**src/rtl/result_demux_1to8.sv**
```systemverilog
// 1-to-8 result demultiplexer with a one-entry registered holding buffer per channel.
// Optional per-channel delivered-word counters are enabled with `define DEMUX_STATS_EN.
module result_demux_1to8 #(
    parameter int BIT_WIDTH = 32
) (
    input  logic                   clk,
    input  logic                   rst_n,
    input  logic                   in_valid,
    output logic                   in_ready,
    input  logic [2:0]             in_sel,
    input  logic [BIT_WIDTH-1:0]   in_data,
    output logic [7:0]             out_valid,
    input  logic [7:0]             out_ready,
    output logic [8*BIT_WIDTH-1:0] out_data,
`ifdef DEMUX_STATS_EN
    input  logic                   stat_clr,
    output logic [8*16-1:0]        stat_count,
`endif
    output logic                   busy
);

    logic [7:0]           r_full;
    logic [BIT_WIDTH-1:0] r_hold [8];

    logic       w_push;
    logic [7:0] w_push_oh;
    logic [7:0] w_pop;

    // A full channel can still accept when its consumer drains it in the same cycle.
    assign in_ready = rst_n & (~r_full[in_sel] | out_ready[in_sel]);
    assign w_push   = in_valid & in_ready;
    assign w_pop    = r_full & out_ready;

    always_comb begin
        w_push_oh = 8'h00;
        for (int k = 0; k < 8; k++) begin
            if (w_push && (in_sel == 3'(k))) begin
                w_push_oh[k] = 1'b1;
            end
        end
    end

    always_ff @(posedge clk or negedge rst_n) begin
        if (!rst_n) begin
            r_full <= 8'h00;
            for (int k = 0; k < 8; k++) begin
                r_hold[k] <= '0;
            end
        end else begin
            for (int k = 0; k < 8; k++) begin
                if (w_push_oh[k]) begin
                    r_full[k] <= 1'b1;
                    r_hold[k] <= in_data;
                end else if (w_pop[k]) begin
                    r_full[k] <= 1'b0;
                end
            end
        end
    end

    assign out_valid = r_full;
    assign busy      = |r_full;

    always_comb begin
        out_data = '0;
        for (int k = 0; k < 8; k++) begin
            out_data[k*BIT_WIDTH +: BIT_WIDTH] = r_hold[k];
        end
    end

`ifdef DEMUX_STATS_EN
    logic [15:0] r_stat [8];

    // Clear wins over a same-cycle pop; counters wrap naturally at 16 bits.
    always_ff @(posedge clk or negedge rst_n) begin
        if (!rst_n) begin
            for (int k = 0; k < 8; k++) begin
                r_stat[k] <= 16'h0000;
            end
        end else begin
            for (int k = 0; k < 8; k++) begin
                if (stat_clr) begin
                    r_stat[k] <= 16'h0000;
                end else if (w_pop[k]) begin
                    r_stat[k] <= r_stat[k] + 16'h0001;
                end
            end
        end
    end

    always_comb begin
        stat_count = '0;
        for (int k = 0; k < 8; k++) begin
            stat_count[k*16 +: 16] = r_stat[k];
        end
    end
`endif

endmodule

```
**config.mk**
```make
export PLATFORM = sky130hd
export DESIGN_NAME = result_demux_1to8
export DESIGN_NICKNAME = d
export VERILOG_FILES = /design/src/rtl/result_demux_1to8.sv
export SDC_FILE = /design/constraint.sdc
export NUM_CORES = 1
export LEC_CHECK = 0
export CORE_MARGIN = 3
export CORE_UTILIZATION = 40
export DETAILED_ROUTE_END_ITERATION = 7
export PLACE_DENSITY = 0.79
export SLEW_MARGIN = 40
export SYNTH_ARGS = -nofsm -noshare
export SYNTH_HDL_FRONTEND = slang
export SYNTH_SLANG_ARGS = --single-unit
```
**constraint.sdc**
```tcl
create_clock -name clk -period 3.22 [get_ports clk]
set_input_delay 0.483 -clock clk [delete_from_list [all_inputs] [get_ports clk]]
set_output_delay 0.483 -clock clk [all_outputs]
set_load 0.05 [all_outputs]
```
==> impl_metrics.env <==
export IMPL_result_of_the_run="complete, no violations"
export IMPL_critical_path_startpoint="out_valid[2]"
export IMPL_worst_path_largest_cell_delay_ps=740
export IMPL_synthCells=592
export IMPL_timing_final_setup_violations=0
export IMPL_overflow=0
export IMPL_hold_violations=0
export IMPL_first_iter_violations=329
export IMPL_r2r_slack_ps=1220
export IMPL_timing_setup_critical_path_class="reg2out"
export IMPL_pre_cts_slack_ps=532
export IMPL_max_vdd_ir_drop_v=0.000579
export IMPL_final_net_count=972
export IMPL_clock_sink_count=264
export IMPL_fillCellCount=1865
export IMPL_pin_count_of_the_biggest_net_entering_global_routing=142
export IMPL_ys_ff_latch=264
export IMPL_share_clk_of_total_power_pct=23.7
export IMPL_period_share_pct=84.2
export IMPL_grt_antenna_before_repair=3
export IMPL_yosysUniqueCellTypes=30
export IMPL_critical_path_buf_inv_count=1
export IMPL_syn_nets=638
export IMPL_hpwl_microns=18900
export IMPL_avg_vias_per_cell=4.98
export IMPL_holdCritPathClass="in2async"
export IMPL_maxSlewViolCount=0
export IMPL_edff_count_synth=0
export IMPL_number_of_buffers_created_by_cts=27
export IMPL_path_depth=3
export IMPL_cts_repair_timing_setup_buffer_count=0
export IMPL_detail_route_drc_violations=0
export IMPL_die_area_sq_um=27200
export IMPL_syn_avg_cell_area_sq_um=17.1
export IMPL_clk_insertion_delay_late_ps=530
export IMPL_totalWireLength_microns=27700
export IMPL_htree_levels=1
export IMPL_grt_pass1_wl_microns=41800
export IMPL_final_period_demand_of_the_worst_path_ps=2710
export IMPL_critical_path_slowest_cell="clkdlybuf4s50_1"
export IMPL_power_internal_mw=7.80
export IMPL_netlist_top_cell_by_area="dfrtp_1"
export IMPL_synth_common_cells="264 x dfrtp_1, 224 x mux2_2, 29 x mux2_4, 22 x buf_2, 6 x nor2b_1"
export IMPL_groute_usage_overall_pct=20.0
export IMPL_tightestPinTransition_ps=719
export IMPL_async_flop_share_pct=100
export IMPL_routed_wire_length_per_instance_microns=21.8
export IMPL_p_leak_nw=6.30
export IMPL_ioPinCount=312
export IMPL_fmax_mhz=369
export IMPL_path_max_fanout=4
export IMPL_multi_input_area_sq_um=3380
export IMPL_die_width_microns=165
export IMPL_maxSlewHeadroom_pct=51.9
export IMPL_layout_area_overhead_vs_synth_pct=44.3
export IMPL_ys_top_cells_by_area="dfrtp_1 65%, mux2_2 25%, mux2_4 4.3%"
export IMPL_regToRegEndpoint="out_data[150]"
export IMPL_power_switching_mw=5.21
export IMPL_reg2reg_from="out_valid[4]"
export IMPL_drt_pre_antenna_iters=4
export IMPL_fin_skew_ps=10.9
export IMPL_cp_data_required_time_ps=2740
export IMPL_crit_path_start_kind="flop"
export IMPL_fp_coreArea_sq_um=24600
export IMPL_worst_r2r_cell_count=4
export IMPL_total_power_mw=13.0
export IMPL_ys_dominant_reg_cell="dfrtp_1"
export IMPL_power_share_combinational_pct=41.8
export IMPL_cp_top_family="buffers and inverters"
export IMPL_die_h_microns=165
export IMPL_diodes=0
export IMPL_power_density_nw_per_um2=891
export IMPL_layout_drive_gt1_share_pct=35.0
export IMPL_maxCapViolations=0
export IMPL_fin_ws_ps=508
export IMPL_layout_area_seq_sq_um=6610
export IMPL_crit_chain="nor4_1, nand2_1, clkdlybuf4s50_1"
export IMPL_yosys_cell_count_top_type="dfrtp_1"
export IMPL_cts_tree="built"
export IMPL_synth_yosys_seq_area_share_pct=65.3
export IMPL_num_rows=57
export IMPL_sequentialPowerShare_pct=34.5
export IMPL_cts_root_buf="clkbuf_16"
export IMPL_critPathCapture="busy"
export IMPL_cts_root_to_sink_buffers=3
export IMPL_critPathCaptureType="output port"
export IMPL_final_antenna_net_count=0
export IMPL_route_vias_total=6320
export IMPL_tns_ps=0
export IMPL_initial_core_utilization_pct=41.1
export IMPL_place_congestion=0.770
export IMPL_synth_top_cell_area_share_pct=65.3
export IMPL_switching_part_of_the_total_power_pct=40.0
export IMPL_crit_arrival_ps=2230
export IMPL_port_buffers=311
export IMPL_clkSlewWorstSetupHoldPaths_ps=60
export IMPL_grt_setup_unrepaired="false"
export IMPL_first_global_vias=6870
export IMPL_yosys_warnings=0
export IMPL_post_syn_area_sq_um=10100
-- through the flow --
step | hold WS, ps | std cells | util, % | area (sq um)
2_1_floorplan | 187 | 592 | - | 10100
3_3_place_gp | 303 | 1219 | 55.6 | 13700
3_5_place_dp | 303 | 1219 | 55.6 | 13700
4_1_cts | 356 | 1269 | 59.2 | 14600
5_1_grt | 349 | 1270 | 59.3 | 14600
6_report | 363 | 1270 | 59.3 | 14600
-- state kept, by name, summed over array words and instances, names as in the netlist --
register and count:
out_valid 8, out_data 256
-- layer usage --
layer	routed length, microns	GRT usage [%]
met1	11200	25.6
met2	13300	32.6
met3	2460	7.05
met4	673	5.30
met5	41	0
-- kinds of logic (layout without fill, tap and decap cells) --
group | after synthesis | in the layout | synth area share (%)
multiplexers | 256 | 256 | 29.6
AND/OR/NAND/NOR | 37 | 37 | 2.93
flip-flops | 264 | 264 | 65.3
AO/OA/AOI/OAI | 7 | 7 | 0.470
buffers and inverters | 28 | 382 | 1.68
-- timing repair --
item,in CTS,in global routing
hold endpoints to repair,8,0
gates resized for setup,0,0
hold buffers,1,0
-- how the worst min path moves through the flow --
stage          start            to  cells after the start
6_report       rst_n  out_valid[3]                      2
2_1_floorplan  rst_n   out_data[0]                      0
4_1_cts        rst_n  out_valid[0]                      2
3_5_place_dp   rst_n  out_valid[0]                      1
3_3_place_gp   rst_n  out_valid[0]                      1
5_1_grt        rst_n  out_valid[0]                      2
-- power by group through the flow --
stage / combinational (mW) / sequential, mW / clock [mW]
global placement: 5.41 / 4.50 / 0
CTS: 5.48 / 4.49 / 3.15
global route: 5.62 / 4.58 / 3.30
finish: 5.44 / 4.49 / 3.08
floorplan: 0.763 / 7.20 / 0
detailed placement: 5.46 / 4.53 / 0
-- placed cells by master (no fill, tap or decap), types with 3 or more instances in the layout --
master | netlist | layout
clkinv_2 | 0 | 3
dfrtp_1 | 264 | 264
nor2b_1 | 6 | 6
nor4_4 | 1 | 3
clkdlybuf4s50_1 | 0 | 309
nand2_1 | 3 | 3
nand2b_1 | 4 | 4
clkbuf_1 | 0 | 8
mux2_4 | 29 | 29
or2_2 | 5 | 5
buf_4 | 0 | 17
clkbuf_8 | 0 | 8
clkbuf_16 | 0 | 27
mux2_2 | 224 | 224
o21ai_0 | 3 | 3
mux2_1 | 3 | 3
-- worst reg2reg max path, delay by kind of cell (launching register included) --
family | cells | cell delay [ps]
AND/OR/NAND/NOR | 2 | 670
multiplexers | 1 | 390
flip-flops | 1 | 410
buffers and inverters | 1 | 400
-- layout make-up --
class / count / share of cell area, %
Clock buffer: 43 / 5.59
Clock inverter: 6 / 0.420
Inverter: 1 / 0.0257
Multi-Input combinational cell: 300 / 23.1
Sequential cell: 264 / 45.3
Tap cell: 324 / 2.78
Timing Repair Buffer: 332 / 22.8
Power figures use the tool's default switching activity.
